## config.mk

```make
export PLATFORM = sky130hd
export DESIGN_NAME = mem_access_unit
export DESIGN_NICKNAME = d
export VERILOG_FILES = /design/src/rtl/lc3_pkg.sv /design/src/rtl/mem_access_unit.sv
export SDC_FILE = /design/constraint.sdc
export NUM_CORES = 1
export LEC_CHECK = 0
export ABC_CLOCK_PERIOD_IN_PS = 3210
export BUFFER_PORTS_ARGS = -buffer_cell sky130_fd_sc_hd__buf_2
export CAP_MARGIN = 25
export CELL_PAD_IN_SITES_DETAIL_PLACEMENT = 2
export CELL_PAD_IN_SITES_GLOBAL_PLACEMENT = 2
export CORE_ASPECT_RATIO = 1.5
export CORE_MARGIN = 2
export CORE_UTILIZATION = 26
export DETAILED_ROUTE_END_ITERATION = 8
export GPL_TIMING_DRIVEN = 1
export PLACE_DENSITY = 0.93
export SETUP_SLACK_MARGIN = 0.3
export SYNTH_ARGS = -nofsm -noshare
export SYNTH_HDL_FRONTEND = slang
export SYNTH_SLANG_ARGS = --single-unit
```

## constraint.sdc

```tcl
create_clock -name Clk -period 3.21 [get_ports Clk]
set_input_delay 0.4815 -clock Clk [delete_from_list [all_inputs] [get_ports Clk]]
set_output_delay 0.4815 -clock Clk [all_outputs]
set_load 0.02 [all_outputs]
```

## src/rtl/lc3_pkg.sv

```systemverilog
`default_nettype none
// ============================================================================
// Module      : lc3_pkg
// Description : Shared definitions for the LC-3 datapath memory stage:
//               datapath word width, memory-access FSM state encoding and
//               the default number of SRAM strobe cycles per access.
// Revision    : 1.0 - initial release
// ============================================================================
package lc3_pkg;

    localparam int WORD_W              = 16;
    localparam int DEFAULT_WAIT_CYCLES = 2;

    typedef enum logic [1:0] {
        IDLE  = 2'd0,
        READ  = 2'd1,
        WRITE = 2'd2,
        DONE  = 2'd3
    } mem_state_t;

endpackage
`default_nettype wire

```

## src/rtl/mem_access_unit.sv

```systemverilog
`default_nettype none
// ============================================================================
// Module      : mem_access_unit
// Description : Memory-side datapath stage. Holds MAR/MDR, sequences
//               multi-cycle SRAM read/write accesses and reports completion.
//   Ports:
//     Clk, Reset        - clock (rising edge), synchronous active-high reset
//     BUS               - datapath bus, source for MAR/MDR loads
//     Data_from_SRAM    - SRAM read data, captured into MDR on reads
//     LD_MAR, LD_MDR    - register load strobes (honoured only in IDLE)
//     Mem_Req, Mem_RW   - access request and direction (1 = write)
//     MAR, MDR          - address / data registers
//     Data_to_SRAM      - write data (always MDR)
//     Mem_CE_N/OE_N/WE_N- active-low SRAM strobes
//     Busy              - high whenever the FSM is not IDLE
//     Mem_Ready         - one-cycle completion pulse
// Revision    : 1.0 - initial release
// ============================================================================
module mem_access_unit
    import lc3_pkg::*;
#(
    parameter int WAIT_CYCLES = DEFAULT_WAIT_CYCLES
)
(
    input  logic              Clk,
    input  logic              Reset,
    input  logic [WORD_W-1:0] BUS,
    input  logic [WORD_W-1:0] Data_from_SRAM,
    input  logic              LD_MAR,
    input  logic              LD_MDR,
    input  logic              Mem_Req,
    input  logic              Mem_RW,
    output logic [WORD_W-1:0] MAR,
    output logic [WORD_W-1:0] MDR,
    output logic [WORD_W-1:0] Data_to_SRAM,
    output logic              Mem_CE_N,
    output logic              Mem_OE_N,
    output logic              Mem_WE_N,
    output logic              Busy,
    output logic              Mem_Ready
);

    // A single wait cycle still needs a 1-bit counter so the logic stays legal.
    localparam int               CNT_W        = (WAIT_CYCLES > 1) ? $clog2(WAIT_CYCLES) : 1;
    localparam logic [CNT_W-1:0] c_count_load = CNT_W'(WAIT_CYCLES - 1);

    mem_state_t        r_state;
    mem_state_t        w_next_state;
    logic [CNT_W-1:0]  r_count;
    logic [WORD_W-1:0] r_mar;
    logic [WORD_W-1:0] r_mdr;
    logic              w_count_zero;

    assign w_count_zero = (r_count == '0);

    // State register
    always_ff @(posedge Clk) begin
        if (Reset) begin
            r_state <= IDLE;
        end else begin
            r_state <= w_next_state;
        end
    end

    // Next state and strobe decode. Strobes depend on r_state only, so they
    // cannot glitch on request or bus inputs.
    always_comb begin
        w_next_state = r_state;
        Mem_CE_N     = 1'b1;
        Mem_OE_N     = 1'b1;
        Mem_WE_N     = 1'b1;
        Busy         = 1'b1;
        Mem_Ready    = 1'b0;
        case (r_state)
            IDLE: begin
                Busy = 1'b0;
                if (Mem_Req) begin
                    // Direction is latched by the choice of state.
                    w_next_state = Mem_RW ? WRITE : READ;
                end
            end
            READ: begin
                Mem_CE_N = 1'b0;
                Mem_OE_N = 1'b0;
                if (w_count_zero) begin
                    w_next_state = DONE;
                end
            end
            WRITE: begin
                Mem_CE_N = 1'b0;
                Mem_WE_N = 1'b0;
                if (w_count_zero) begin
                    w_next_state = DONE;
                end
            end
            DONE: begin
                Mem_Ready    = 1'b1;
                w_next_state = IDLE;
            end
            default: begin
                w_next_state = IDLE;
            end
        endcase
    end

    // Registers and wait counter. Loads are accepted only in IDLE, which
    // freezes MAR/MDR for the whole transaction. A load coinciding with a
    // request lands at the same edge, so the access sees the new value.
    always_ff @(posedge Clk) begin
        if (Reset) begin
            r_mar   <= '0;
            r_mdr   <= '0;
            r_count <= '0;
        end else begin
            case (r_state)
                IDLE: begin
                    if (LD_MAR) begin
                        r_mar <= BUS;
                    end
                    if (LD_MDR) begin
                        r_mdr <= BUS;
                    end
                    if (Mem_Req) begin
                        r_count <= c_count_load;
                    end
                end
                READ: begin
                    if (w_count_zero) begin
                        r_mdr <= Data_from_SRAM;
                    end else begin
                        r_count <= r_count - 1'b1;
                    end
                end
                WRITE: begin
                    if (!w_count_zero) begin
                        r_count <= r_count - 1'b1;
                    end
                end
                default: begin
                end
            endcase
        end
    end

    assign MAR          = r_mar;
    assign MDR          = r_mdr;
    assign Data_to_SRAM = r_mdr;

endmodule
`default_nettype wire

```

==> metrics.log <==
INFO  metric cts-root-buf = clkbuf_8
INFO  metric timing.final.crit_share = 0.603
INFO  metric critPathTopFamily = flip-flops
INFO  metric dieHeight = 104 µm
INFO  metric width_of_the_chip = around 70 µm
INFO  metric global_placement_routability_congestion = around 0.79
INFO  metric routedWlPerCell = between 15 and 20 µm
INFO  metric setup_total_negative_slack = 0 ns
INFO  metric clkTransAtPathRegs = about 0.070 ns
INFO  metric fmaxAchievable = between 0.5 and 0.6 GHz
INFO  metric reg2reg_setup_slack = 1.32 ns
INFO  metric core_area = around 0.0064 mm²
INFO  metric synthCells = 189
INFO  metric crit_required = between 2 and 3 ns
INFO  metric cts_post_setup_buffers_inserted = 0
INFO  metric cellLeakagePower = approximately 1.0 nW
INFO  metric cts-root-to-sink-buffers = 2
INFO  metric drt-initial-drc-count = between 40 and 50
INFO  metric final.fill_count = ~780
INFO  metric hold_path.class = in2reg
INFO  metric grt_start_max_net_pins = 36
INFO  metric io_buffers = 90
INFO  metric grt_pass1_vias = around 1700
INFO  metric synth_warnings = 0
INFO  metric viasPerCell = around 4.8
INFO  metric run_status = completed
INFO  metric synth.cell_area = roughly 0.0017 mm²
INFO  metric antenna_found_initial = 0
INFO  metric synth.distinct_cells = 22
INFO  metric worst-path-buf-inv = 3
INFO  metric layout.cells.most_common_list = buf_2 (90), nand2_1 (36), dfxtp_1 (35), a21oi_1 (35), mux2i_1 (16)
INFO  metric layout-area-overhead-vs-synth = 25.7%
INFO  metric antenna_cells_inserted = 0
INFO  metric report.final.slew_viol_count = 0
INFO  metric worst_setup_path_end_kind = output port
INFO  metric cts_resized = 0
INFO  metric critPathMaxFanout = 4
INFO  metric global_route.usage.total = 0.150
INFO  metric cell_repeated_most_along_the_worst_path = inv_1
INFO  metric hpwlAfterDp = about 4100 µm
INFO  metric post-route-drc-count = 0
INFO  metric start_kind = register
INFO  metric fin_skew = roughly 0.0030 ns
INFO  metric arrival = ~1.5 ns
INFO  metric tritoncts = yes
INFO  metric vdd_ir_drop_max = 354 µV
INFO  metric synth_nets = 233
INFO  metric cts_sinks = 35
INFO  metric ant_nets = 0
INFO  metric finalCriticalPeriod = ~1.9 ns
INFO  metric final_hold_viol_count = 0
INFO  metric critPathKind = reg2out
INFO  metric rows = 36
INFO  metric total_power = 2.08 mW
INFO  metric pre_cts_worst_setup_slack = 1.31 ns
INFO  metric clock_insertion_delay_worst_skew = 0.28 ns
INFO  metric layout.core_utilization = 0.335
INFO  metric max-cap-violations = 0
INFO  metric mostFrequentLayoutCell = buf_2
INFO  metric cts-hold-fix-buffers = 0
INFO  metric finalSetupViolCount = 0
INFO  metric numCtsBuffers = 5
INFO  metric drt_first_pass_iters = 4
INFO  metric timing.critical_path.cells = inv_1 > ha_1 > inv_1 > buf_2
INFO  metric unrepaired_setup_endpoints_after_global_routing = no
INFO  metric postSynthRegisterBits = 35
INFO  metric sequential_fraction_of_the_synthesis_area = 0.408
INFO  metric total_congestion_overflow = 0
INFO  metric initial_core_util = 0.267
INFO  metric syn_avg_cell_area = 9.08 µm²
INFO  metric worstMarginPinSlew = 0.779 ns
INFO  metric slew_headroom = 0.480
INFO  metric vias = between 1500 and 2000
INFO  metric crit_path_top_delay_cell = dfxtp_1
INFO  metric finish.net_count = a little over 300
INFO  metric cellPowerDensity = slightly below 1000 mW/mm²
INFO  metric ctsHtreeMaxLevel = 2
INFO  metric setup_ws = 1.28 ns
INFO  metric final_layout_size_suffix_gt1_frac = 0.425
INFO  metric slowest_delay = approximately 0.40 ns
INFO  metric floorplan.die_area = ~0.0073 mm²
INFO  metric wl = 5330 µm
INFO  metric ioPinCount = slightly above 90
INFO  metric grt_first_pass_wirelength = 8560 µm
## metrics by stage
step                      area [µm²]  instances  hold slack, ns
final                           2160        335           0.447
after global routing            2160        335           0.451
after CTS                       2160        335           0.432
after detailed placement        2080        327           0.453
after global placement          2080        327           0.442
after floorplan                 1720        189           0.523
## kinds of logic after synthesis
| logic type | Yosys count | share of synthesized area |
|---|---|---|
| DFF | 35 | 0.408 |
| AOI/OAI and AO/OA | 56 | 0.226 |
| and+or+nand+nor | 40 | 0.0940 |
| buffers and inverters | 35 | 0.126 |
| adders and majority gates | 6 | 0.0437 |
| muxes | 17 | 0.102 |
## worst paths after layout
check,startpoint,endpoint,cells past startpoint
setup / recovery,r_state[0]$_SDFFE_PP0P_,Mem_CE_N,4
hold / removal,BUS[14],MAR[14]$_SDFFE_PP0P_,3
setup reg to reg,r_state[1]$_SDFFE_PP0P_,Data_to_SRAM[15]$_SDFFE_PP0P_,5
hold reg to reg,MAR[10]$_SDFFE_PP0P_,MAR[10]$_SDFFE_PP0P_,2
## per-layer routing
metal | global-route usage | up-vias | share of wire
met5 | 0 | - | 0
met3 | 0.0292 | 4 | 0.044
met4 | 0.0536 | 0 | 0.011
li1 | - | 773 | -
met2 | 0.282 | 50 | 0.56
met1 | 0.160 | 772 | 0.38
## synthesized netlist by cell type, drive strengths merged
library cell  instances  area (µm²)
a21bo                 1        10.0
nand2b                1        6.26
o21a                  1        7.51
nand3                 1        5.00
mux2                  1        15.0
ha                    6        75.1
clkbuf                8        30.0
nand2                36         135
buf                  21         164
a211oi               16         170
inv                   6        22.5
a21oi                35         175
dfxtp                35         701
mux2i                16         160
and2                  2        15.0
o2111ai               1        8.76
a311oi                1        8.76
a21o                  1        7.51
## state kept, by name, indices dropped and copies added (netlist names)
register      cells
r_count           1
r_state           2
Data_to_SRAM     16
MAR              16
## final cells by class
class | instances | area (µm²) | share of cell area
clock inverters | 1 | 5.00 | 0.00232
repair buffers | 91 | 458 | 0.212
flip-flops and latches | 35 | 701 | 0.325
well taps | 76 | 95.1 | 0.0441
multi-input cells | 119 | 800 | 0.371
inverters | 6 | 22.5 | 0.0104
clock buffers | 7 | 76.3 | 0.0354
## where the power goes
group          switching, mW  leakage, nW  internal, mW  total, mW
Clock                  0.158       0.0422         0.152      0.311
Sequential            0.0942        0.289         0.559      0.653
Combinational          0.724        0.672         0.395       1.12
## worst reg2reg max path, stage by stage, from the launching register on
cell and delay (ns):
dfxtp_1 0.37, inv_1 0.11, ha_1 0.29, nand2_1 0.44
and2_4 0.41, a211oi_1 0.12
No activity file was read; power rests on OpenSTA's default activity.
